==> src/rtl/crc_frame_tx.sv <==
// Purpose : frames an 80-bit payload as a byte stream [hdr] + 10 payload bytes (MSB first) + CRC byte,
//           driving an external registered CRC unit for the CRC of the payload.
// Latency : start accepted -> first tx_valid in 3 cycles; done pulses the cycle after the last transfer.
// Backpr. : tx_valid/tx_data are registered and held stable while tx_ready is low; 1 byte/cycle when ready.
//
// Ports: clk/rst (sync, active-high); start/payload from the producer; busy status;
//        crc_en/crc_data to the CRC unit, crc_in back from it; tx_data/tx_valid/tx_ready to the
//        link; done end-of-frame pulse.
// Optional feature: define CRC_FRAME_HDR_EN to prepend HDR_BYTE (not covered by the CRC).
module crc_frame_tx #(
    parameter logic [7:0] HDR_BYTE = 8'hA5
) (
    input  logic        clk,
    input  logic        rst,
    input  logic        start,
    input  logic [79:0] payload,
    output logic        busy,
    output logic        crc_en,
    output logic [79:0] crc_data,
    input  logic [7:0]  crc_in,
    output logic [7:0]  tx_data,
    output logic        tx_valid,
    input  logic        tx_ready,
    output logic        done
);

    localparam int PAYLOAD_BYTES = 10;
`ifdef CRC_FRAME_HDR_EN
    localparam int HDR_BYTES = 1;
`else
    localparam int HDR_BYTES = 0;
    // Header byte is not part of the frame in this build.
    logic unused_hdr;
    assign unused_hdr = ^HDR_BYTE;
`endif
    // Index of the CRC byte, which is also the final byte of the frame.
    localparam logic [3:0] LAST_IDX = 4'(PAYLOAD_BYTES + HDR_BYTES);

    typedef enum logic [2:0] {
        IDLE,
        CALC,
        CAPT,
        SEND,
        DONE
    } state_t;

    state_t     state;
    logic [3:0] cnt;
    logic [7:0] crc_q;

    // Byte k of the outgoing frame.
    function automatic logic [7:0] frame_byte(input logic [3:0] k,
                                              input logic [79:0] data,
                                              input logic [7:0] crc);
        logic [79:0] sh;
        logic [3:0]  pidx;
        pidx = k - 4'(HDR_BYTES);
        sh   = data << (8 * pidx);
        frame_byte = sh[79:72];
        if (k == LAST_IDX)
            frame_byte = crc;
`ifdef CRC_FRAME_HDR_EN
        if (k == 4'd0)
            frame_byte = HDR_BYTE;
`endif
    endfunction

    always_ff @(posedge clk) begin
        if (rst) begin
            state    <= IDLE;
            busy     <= 1'b0;
            crc_en   <= 1'b0;
            crc_data <= '0;
            tx_data  <= '0;
            tx_valid <= 1'b0;
            done     <= 1'b0;
            cnt      <= '0;
            crc_q    <= '0;
        end else begin
            case (state)
                IDLE: begin
                    if (start) begin
                        crc_data <= payload;
                        crc_en   <= 1'b1;
                        busy     <= 1'b1;
                        state    <= CALC;
                    end
                end
                CALC: begin
                    crc_en <= 1'b0;
                    state  <= CAPT;
                end
                CAPT: begin
                    // The CRC unit registers its result, so crc_in is valid exactly here.
                    crc_q    <= crc_in;
                    cnt      <= '0;
                    tx_valid <= 1'b1;
                    tx_data  <= frame_byte(4'd0, crc_data, crc_q);
                    state    <= SEND;
                end
                SEND: begin
                    if (tx_ready) begin
                        if (cnt == LAST_IDX) begin
                            tx_valid <= 1'b0;
                            done     <= 1'b1;
                            state    <= DONE;
                        end else begin
                            cnt     <= cnt + 4'd1;
                            tx_data <= frame_byte(cnt + 4'd1, crc_data, crc_q);
                        end
                    end
                end
                DONE: begin
                    // busy stays high through DONE so a start here is ignored.
                    done  <= 1'b0;
                    busy  <= 1'b0;
                    state <= IDLE;
                end
                default: state <= IDLE;
            endcase
        end
    end

endmodule

==> config.mk <==
export PLATFORM = sky130hd
export DESIGN_NAME = crc_frame_tx
export DESIGN_NICKNAME = d
export VERILOG_FILES = /design/src/rtl/crc_frame_tx.sv
export SDC_FILE = /design/constraint.sdc
export NUM_CORES = 1
export LEC_CHECK = 0
export ABC_AREA = 1
export BUFFER_PORTS_ARGS = -buffer_cell sky130_fd_sc_hd__buf_4
export CORE_MARGIN = 2
export CORE_UTILIZATION = 43
export CTS_CLUSTER_SIZE = 16
export DETAILED_ROUTE_END_ITERATION = 6
export PLACE_DENSITY = 0.71
export SLEW_MARGIN = 0
export SYNTH_ARGS = -nofsm -noshare
export SYNTH_HDL_FRONTEND = slang
export SYNTH_SLANG_ARGS = --single-unit
==> constraint.sdc <==
create_clock -name clk -period 2.9 [get_ports clk]
set_clock_uncertainty 0.1 [all_clocks]
set_input_delay 0 -clock clk [delete_from_list [all_inputs] [get_ports clk]]
set_output_delay 0 -clock clk [all_outputs]
set_load 0.01 [all_outputs]
* After elaboration in Yosys (flattened, before gate mapping)
Cells that the tools add are included.
W data, S select, Z words.
** Word-level totals
- Flip-flop bits (word level) :: 107
- Input bits :: 92
- Output and inout bits :: 92
- Logic and storage cells :: 53
** Cells by class
- $add $sub $neg :: 1
- Eq/ne operators :: 10
- Shift-type cells :: 1
- Mux-type cells :: 20
- Reductions and logical operators :: 12
** Operators with widths (count)
- $shl A80 B7 Y80 :: 1
- $mux W8 :: 3
- $pmux W8 S2 :: 1
- $pmux W3 S4 :: 1
- $reduce_and A3 Y1 :: 4
- $mux W3 :: 3
- $eq A4 B4 Y1 const B :: 2
- $mux W4 :: 2
- $ne A2 B2 Y1 const B :: 4
- $pmux W1 S2 :: 4
- $pmux W4 S2 :: 1
- $reduce_bool A2 Y1 :: 4
- $eq A3 B2 Y1 const B :: 2
- $reduce_and A2 Y1 :: 3
- $mux W1 :: 5
- $add A4 B1 Y4 const B :: 1
- $eq A3 B1 Y1 const B :: 1
- $eq A3 B3 Y1 const B :: 1
- $logic_not A3 Y1 :: 1

* Depth between registers and ports, before layout
Gate-level depths: netlist of the first run.
- Depth after elaboration :: 6
- Depth in mapped cells :: 13
- Gate-level depth less buffers :: 9

* Worst setup path after synthesis of the first run
OpenSTA, ideal clock, no wires.
- Path kind :: register to register
- Start :: register cnt[0]
- End :: register tx_data[6]
- Setup time :: 0.066 ns
- Arrival time :: 1.845 ns
- Slack :: 0.889 ns
- Cell stages (with the launch flop) :: 13
- Buffers on the path :: 4
- Clock period less this slack :: 2.011 ns
- Path through :: dfxtp_1 buf_2 inv_2 buf_2 ha_1 buf_2 clkbuf_1 nand3_1 nand3_1 nand3_1 nand2_1 nand2_1 a21oi_2
** On the way
- Cells in the longest elaborated chain, start to end :: 6
- Elaborated cells between the ends (all ways) :: 10
- Classes of those cells :: 1 x add/sub; 3 x eq/ne; 1 x shift; 4 x mux; 1 x reduce/logical
** Ends and longest elaborated chain
- from (decl) :: line 48 : logic [3:0] cnt;
- from (signal assigned) :: line 108 : cnt <= cnt + 4'd1;
- $add A4 B1 Y4 :: line 109 : tx_data <= frame_byte(cnt + 4'd1, crc_data, crc_q);
- $shl A80 B7 Y80 or $eq A4 B4 Y1 (tied branches) :: line 58, 60
- $mux W8 :: line 60 : if (k == LAST_IDX)
- $mux W8 :: line 103 : if (cnt == LAST_IDX) begin
- $mux W8 :: line 102 : if (tx_ready) begin
- $pmux W8 S2 :: line 80 : case (state)
- to (signal assigned) :: line 98 : tx_data <= frame_byte(4'd0, crc_data, crc_q);
- to (signal assigned) :: line 109
- to (decl) :: line 21 : output logic [7:0] tx_data,
Parallel ways exist; a longest one is shown, timed or not. The select of a mux whose other input is x is not followed.
A chain may end at the register's enable or synchronous reset.

* Worst setup path in the final report of the first run
- Start :: register cnt[0]
- End :: register tx_data[5]
The elaborated chain is that of the path after synthesis.

==> impl_metrics.ini, run 1 <==
[hold_path]
hold_path.class = in -> reg
hold-path-cell-count = 6

[synth]
ys_ff_latch = 107
async_flop_share = 0
synth_compound_area_frac = 0.236
synth.area.top_cells = dfxtp_1 (43%), a21oi_1 (11%), o21ai_0 (9.7%), nand2_1 (8.3%), inv_1 (7.0%)
synthSimpleGateAreaFrac = 0.182
synthDistinctLibCells = 29
synth_top_area_frac = 0.434
synth_top_family_by_area = compound AO/OA/AOI/OAI gates
syn_area_um2 = 4930
syn_nets = 795
synthXorXnorAreaFrac = 0.00659
synth-seq-area-share = 0.434
synth-adder-area-share = 0.00761
synthCells = 700
ys.flop_type = dfxtp_1
synth_top_area_cell = dfxtp_1
syn_area_per_cell_um2 = 7.05
synth-edff-count = 0
synth.area.mux_share = 0
ys.warnings.count = 0

[global_routing]
grt_pass1_wl_mm = 27.0
grt_pass1_vias = 5333
overflow = 0
antenna_found_initial = 0
grt_max_degree = 111
track_usage = 0.270

[timing]
max_slew.worst_pin.slew_ns = 0.923
hold_slack_ns = 0.0290
period_share = 0.739
setup_tns_ns = 0
fin_crit_ns = 2.14
setup_viol_count_final = 0
slew_violations = 0
fmax_mhz = 466
slew_headroom = 0.384
hold_violations = 0
rsz0062_at_grt = false

[clock_tree]
h-tree-depth = 3
postCtsSetupBuffers = 0
cts_made_buffers = 9
cts.reportedPaths.clkPinSlew_ns = 0.07
cts_num_sinks = 107
root_buffer = clkbuf_16
clk_latency_ns = 0.35
clock_path_buffers = 2
cts_tree = yes

[setup_path]
ff2ff_path_depth = 7
crit_cells = 7
cp-end-kind = flip-flop
critPathMaxFanout = 23
required_ns = 3.04
path_class = reg -> reg
worstPathBufferInverterCount = 1
critical_path_arrival_ns = 2.29
cpMostUsedCell = nand2_1
cp_slowest_cell = xnor2_2
path_delay_family = XOR/XNOR gates
crit_chain = ha_1, xnor2_2, nand4_1, nand2_1, inv_2, nand2_1, a21oi_1
worstSetupStartpointType = flip-flop
cpPeakStageDelay_ns = 0.63

[floorplanning]
chipHeight_um = 111
core_um2 = 11300
die_w_um = 111
io_pins = 184
rows = 39
dieArea_um2 = 12300
start_util = 0.436

[route]
drc = 0
post_drt_wl_per_cell_um = 15.8
routed_wl_mm = 17.2
vias = 5669
drtPass1Iterations = 5
drtIter0Drc = 449
via_per_inst = 5.21
ant_nets = 0

[final_layout]
fillCellCount = 897
seq_area_um2 = 2140
multi_input_area_um2 = 2140
diodes = 0
syn_to_final_growth_pct = 53.1
nets = 1037
final_layout_size_suffix_gt1_frac = 0.245

[power_and_ir_drop]
cellLeakagePower_nw = 3.45
pwr_density_cell_nw_per_um2 = 704
peakVddDrop_uv = 366

[placed_design]
gp_congestion = 0.917
io_buffer_count = 183
dp_hpwl_mm = 11.6

[job]
drv_cap = 0

[outcome]
run_status = finished clean
-- flip-flops by register name, summed over array words and instances (netlist names) --
register,flops
crc_data,80
crc_q,8
tx_data,8
cnt,4
state,3
busy,1
crc_en,1
done,1
tx_valid,1
-- cell families (layout without fill, tap and decap cells) --
family | Yosys count | in the layout
and+or+nand+nor | 199 | 199
adders and majority gates | 3 | 3
AOI/OAI and AO/OA | 230 | 230
DFF | 107 | 107
xor gates and xnor gates | 2 | 2
buffers and inverters | 159 | 405
-- cells in the final DEF (no fill, tap or decap), drive strengths merged, types with 5 or more instances in the layout --
cell type      n
nand2        112
clkbuf        11
nand3         62
inv          105
a21oi        113
dlygate4sd3   90
dfxtp        107
clkinv         5
buf          190
nand4          9
o21ai        115
nor2          16
-- synthesized netlist by cell type (8+ instances only) --
library cell  count
inv_2            13
buf_2            24
nand2_1         109
nand3_1          60
o21ai_1          18
o21ai_0          96
a21oi_1         112
nand4_1           8
nor2_1           13
inv_1            92
dfxtp_1         107
clkbuf_1         19
-- stage by stage --
stage               worst slack [ns]  area, um^2  utilization  std cells  power, W
global route                   0.602        7550        0.667       1089   0.00559
global placement               0.901        6300        0.556        984   0.00374
detailed placement             0.832        6300        0.556        984   0.00377
finish                         0.756        7550        0.667       1089   0.00531
floorplan                      0.889        4930            -        700   0.00304
CTS                            0.791        7550        0.667       1089   0.00529
-- final timing paths --
path | from | end | slack (ns)
setup / recovery | cnt[0] | tx_data[5] | 0.76
hold / removal | tx_ready | state[0] | 0.03
setup reg to reg | cnt[0] | tx_data[5] | 0.76
hold reg to reg | done | done | 0.36
-- per-layer routing --
metal / track usage / vias up / wire [um]
met2: 0.457 / 293 / 8160
li1: - / 2763 / -
met3: 0.0426 / 42 / 1230
met1: 0.338 / 2571 / 7220
met4: 0.123 / 0 / 554
met5: 0 / - / 0
-- power by group --
group | internal (W) | switching (W)
logic | 0.000803 | 0.00112
clock network | 0.000887 | 0.000544
registers | 0.00174 | 0.000224
-- final cells by class --
class | count | share of cell area
multi-input cells | 434 | 0.283
clock inverters | 4 | 0.0129
repair buffers | 280 | 0.308
well taps | 143 | 0.0237
inverters | 110 | 0.0547
clock buffers | 11 | 0.0335
flip-flops and latches | 107 | 0.284
-- worst min-delay path: cells and delay by family --
family,cells,cell delay (ns)
buffers and inverters,3,0.25
and+or+nand+nor,2,0.11
AOI/OAI and AO/OA,1,0.06
-- timing repair --
action,CTS,global route
setup endpoints to repair,0,0
endpoints found under the hold margin,96,0
hold buffers,90,0
resized for setup,0,0
(Power assumes the default switching activity.)
==> run 2: changes to the inputs <==
--- a/config.mk
+++ b/config.mk
@@ -11,7 +11,7 @@
 export CORE_UTILIZATION = 43
 export CTS_CLUSTER_SIZE = 16
 export DETAILED_ROUTE_END_ITERATION = 6
-export PLACE_DENSITY = 0.71
+export PLACE_DENSITY = 0.74
 export SLEW_MARGIN = 0
 export SYNTH_ARGS = -nofsm -noshare
 export SYNTH_HDL_FRONTEND = slang
==> constraint.sdc (replaced) <==
create_clock -name clk -period 1.9 [get_ports clk]
set_clock_uncertainty 0.1 [all_clocks]
set_input_delay 0 -clock clk [delete_from_list [all_inputs] [get_ports clk]]
set_output_delay 0 -clock clk [all_outputs]
set_load 0.01 [all_outputs]
==> run 2 against run 1 <==
The run now ends with negative hold slack left. Core utilization is 0.41 points higher. Flip-flop and latch count stayed put. Non-clock buffer count is 9 higher. Worst setup slack worse by 0.62 ns. Clock power is 26% higher. Combinational power is 61% higher. Design area is 0.61% higher. Critical path depth is 2 higher. Die area stayed put. Sequential power is 51% higher.
==> impl_metrics.ini, run 2 (synthesis results as in run 1) <==
[clock_tree]
cts_made_buffers = 9
clk_latency_ns = 0.35
cts.reportedPaths.clkPinSlew_ns = 0.07
cts_num_sinks = 107
cts_tree = yes
postCtsSetupBuffers = 0
root_buffer = clkbuf_16
clock_path_buffers = 2
h-tree-depth = 3

[timing]
period_share = 0.926
slew_violations = 0
rsz0062_at_grt = false
fin_crit_ns = 1.76
hold_slack_ns = -0.00248
hold_violations = 1
setup_tns_ns = 0
slew_headroom = 0.697
fmax_mhz = 568
setup_viol_count_final = 0
max_slew.worst_pin.slew_ns = 0.455

[global_routing]
grt_max_degree = 81
overflow = 0
track_usage = 0.269
antenna_found_initial = 0
grt_pass1_wl_mm = 26.9
grt_pass1_vias = 5494

[route]
post_drt_wl_per_cell_um = 15.4
routed_wl_mm = 17.0
routed-wl-met2_mm = 8.35
vias = 5639
met1Wirelength_mm = 7.08
dr.max_layer_used = met4
drtPass1Iterations = 5
via_per_inst = 5.13
drc = 0
wl_met3_mm = 1.03
drtIter0Drc = 449
ant_nets = 0

[floorplanning]
io_pins = 184
chipHeight_um = 111
rows = 39
core_um2 = 11300
die_w_um = 111
start_util = 0.436
dieArea_um2 = 12300

[setup_path]
required_ns = 2.08
path_class = reg -> reg
cp-end-kind = flip-flop
worstSetupStartpointType = flip-flop
critPathMaxFanout = 17
critical_path_arrival_ns = 1.94

[final_layout]
syn_to_final_growth_pct = 54.0
nets = 1046
largest_reg_flops = 80
final_cell_mix = buf_4 (195), a21oi_1 (112), nand2_1 (109)
fillCellCount = 976
final_layout_size_suffix_gt1_frac = 0.253
top_register = crc_data
seq_area_um2 = 2150
largestRegisters = crc_data x80, crc_q x8, tx_data x8
diodes = 0
multi_input_area_um2 = 2140
final_common_cell = buf_4

[power_and_ir_drop]
cellLeakagePower_nw = 3.47
peakVddDrop_uv = 573
power_w = 0.00783
pwr_density_cell_nw_per_um2 = 1030

[outcome]
violations = negative hold slack
run_status = finished with violations

[job]
drv_cap = 0

[placed_design]
io_buffer_count = 183
dp_hpwl_mm = 11.4
gp_congestion = 0.855

[hold_path]
hold_path.class = in -> reg
## run 2: path summary, 6_finish.rpt
| check | cells past startpoint | from | slack (ns) | endpoint |
|---|---|---|---|---|
| setup reg to reg | 9 | cnt[0] | 0.14 | tx_data[4] |
| setup / recovery | 9 | cnt[0] | 0.14 | tx_data[4] |
| hold / removal | 6 | tx_ready | -0.002 | state[0] |
| hold reg to reg | 2 | done | 0.35 | done |
## run 2: metal layers
| layer | global-route usage | vias up |
|---|---|---|
| li1 | - | 2782 |
| met1 | 0.323 | 2603 |
| met2 | 0.472 | 216 |
| met3 | 0.0569 | 38 |
| met4 | 0.104 | 0 |
| met5 | 0 | - |
## run 2: stage by stage
stage	setup WS [ns]	utilization	instance area (um^2)	hold slack [ns]	cells
2_1_floorplan	0.00465	-	4950	0.0762	700
3_3_place_gp	0.148	0.566	6400	0.150	993
3_5_place_dp	0.120	0.566	6400	0.156	993
4_1_cts	0.102	0.670	7590	0.00156	1099
5_1_grt	0.0318	0.671	7600	0.0338	1099
6_report	0.140	0.671	7600	-0.00248	1099
## run 2: area by class of cell
cell class,count,share of cell area
tap,143,0.0236
inverter,110,0.0547
clock buffer,11,0.0319
multi-input combinational,434,0.282
sequential,107,0.282
timing repair buffer,289,0.321
clock inverter,5,0.00494
## run 2: critical path, cell delays in order, from the launching register on
cell	delay, ns
dfxtp_4	0.39
inv_2	0.04
ha_2	0.36
buf_6	0.20
nand3_1	0.16
nand3_1	0.11
nand3_1	0.08
nand2_1	0.08
nand2_1	0.06
a21oi_1	0.11
## run 2: repair_timing
| action | 4_1_cts | 5_1_grt |
|---|---|---|
| hold buffers | 90 | 0 |
| endpoints found under the hold margin | 96 | 0 |
| endpoints found under the setup margin | 0 | 4 |
| resized for setup | 0 | 5 |
## run 2: where the power goes
group / switching, W / total, W / internal, W
sequential: 0.000292 / 0.00295 / 0.00265
clock: 0.000868 / 0.00180 / 0.000932
combinational: 0.00178 / 0.00309 / 0.00131
==> run 3: changes to the inputs <==
--- a/config.mk
+++ b/config.mk
@@ -11,6 +11,7 @@
 export CORE_UTILIZATION = 43
 export CTS_CLUSTER_SIZE = 16
 export DETAILED_ROUTE_END_ITERATION = 6
+export MAX_ROUTING_LAYER = met4
 export PLACE_DENSITY = 0.74
 export SLEW_MARGIN = 0
 export SYNTH_ARGS = -nofsm -noshare
==> run 3 against run 2 <==
The run now ends clean. Non-clock buffer count is the same. Core utilization grew 0.24 points. Flip-flop and latch count is the same. Critical path type unchanged. Critical endpoint is now tx_data[0]. Largest cell class unchanged.
==> impl_metrics.ini, run 3 (synthesis results as in run 1) <==
[power_and_ir_drop]
power_w = 0.00787
peakVddDrop_uv = 463
cellLeakagePower_nw = 3.50
pwr_density_cell_nw_per_um2 = 1030

[placed_design]
dp_cells = 993
dp_hpwl_mm = 11.1
io_buffer_count = 183
place_area_um2 = 6430
gp_congestion = 0.908

[clock_tree]
cts_num_sinks = 107
cts_resized = 0
root_buffer = clkbuf_16
clk_latency_ns = 0.35
cts_tree = yes
clock_path_buffers = 2
postCtsHoldBufs = 90
cts.reportedPaths.clkPinSlew_ns = 0.07
cts_made_buffers = 9
h-tree-depth = 3
postCtsSetupBuffers = 0

[final_layout]
nets = 1046
syn_to_final_growth_pct = 54.6
seq_area_um2 = 2140
final_cell_count_no_fill = 1099
largest_reg_flops = 80
post-route-cell-area_um2 = 7620
final_cell_mix = buf_4 (194), a21oi_1 (112), nand2_1 (109)
largestRegisters = crc_data x80, crc_q x8, tx_data x8
diodes = 0
fillCellCount = 948
multi_input_area_um2 = 2140
top_register = crc_data
final_common_cell = buf_4
final_layout_size_suffix_gt1_frac = 0.253
post-route-util = 0.674

[route]
post_drt_wl_per_cell_um = 15.0
routed_wl_mm = 16.5
drc = 0
vias = 5575
via_per_inst = 5.07
drtPass1Iterations = 5
ant_nets = 0
drtIter0Drc = 426

[floorplanning]
rows = 39
start_util = 0.436
die_w_um = 111
io_pins = 184
chipHeight_um = 111
dieArea_um2 = 12300
core_um2 = 11300

[global_routing]
grt_max_degree = 89
grt_pass1_vias = 5346
track_usage = 0.271
grt_pass1_wl_mm = 26.5
antenna_found_initial = 0
overflow = 0

[timing]
max_slew.worst_pin.slew_ns = 0.365
slew_headroom = 0.756
setup_viol_count_final = 0
fmax_mhz = 566
setup_tns_ns = 0
slew_violations = 0
fin_crit_ns = 1.77
rsz0062_at_grt = false
hold_violations = 0
period_share = 0.930

[setup_path]
cp-end-kind = flip-flop
rrSetupSlack_ns = 0.13
cpPeakStageDelay_ns = 0.33
crit_chain = buf_4, ha_1, xnor2_2, buf_4, nand4_1, nand2_1, clkinv_1, nand2_1, a21oi_1
critical_path_arrival_ns = 1.91
path_class = reg -> reg
required_ns = 2.04
critPathMaxFanout = 16
cp_slowest_cell = dfxtp_2
worstSetupStartpointType = flip-flop

[hold_path]
hold_path.class = in -> reg

[outcome]
run_status = finished clean

[job]
drv_cap = 0
[run 3: path summary, 6_finish.rpt]
path | depth (start not counted) | to | start
setup / recovery | 9 | tx_data[0] | cnt[0]
hold / removal | 6 | state[0] | tx_ready
setup reg to reg | 9 | tx_data[0] | cnt[0]
hold reg to reg | 2 | crc_q[6] | crc_q[6]
[run 3: final cells by class]
| class | count | area share |
|---|---|---|
| Inverter | 110 | 0.0542 |
| Clock inverter | 6 | 0.00722 |
| Tap cell | 143 | 0.0235 |
| Timing Repair Buffer | 289 | 0.322 |
| Sequential cell | 107 | 0.281 |
| Multi-Input combinational cell | 434 | 0.280 |
| Clock buffer | 10 | 0.0313 |
[run 3: per-stage QoR]
stage | hold WS (ns) | setup slack (ns)
3_3_place_gp | 0.149 | 0.190
5_1_grt | 0.0461 | 0.0162
6_report | 0.0177 | 0.133
4_1_cts | 0.0254 | 0.158
2_1_floorplan | 0.0762 | 0.00465
3_5_place_dp | 0.152 | 0.170
[run 3: routing by layer]
layer / track usage / part of all wire / up-vias
met2: 0.460 / 0.49 / 206
met4: 0.0922 / 0.026 / 0
met5: - / 0 / -
met3: 0.0437 / 0.056 / 37
met1: 0.329 / 0.43 / 2548
li1: - / - / 2784
[run 3: worst max-delay path, delay by kind of cell, from the launching register on]
family                     cells  cell delay (ns)
buffers and inverters          3             0.50
DFF                            1             0.33
adders and majority gates      1             0.27
and+or+nand+nor                3             0.27
xor gates and xnor gates       1             0.13
AOI/OAI and AO/OA              1             0.06
[run 3: power breakdown]
| part | leakage (nW) | total [W] | internal [W] | switching, W |
|---|---|---|---|---|
| combinational | 2.47 | 0.00305 | 0.00130 | 0.00175 |
| sequential | 0.884 | 0.00293 | 0.00265 | 0.000276 |
| clock | 0.152 | 0.00189 | 0.00105 | 0.000844 |
| total | 3.50 | 0.00787 | 0.00500 | 0.00287 |
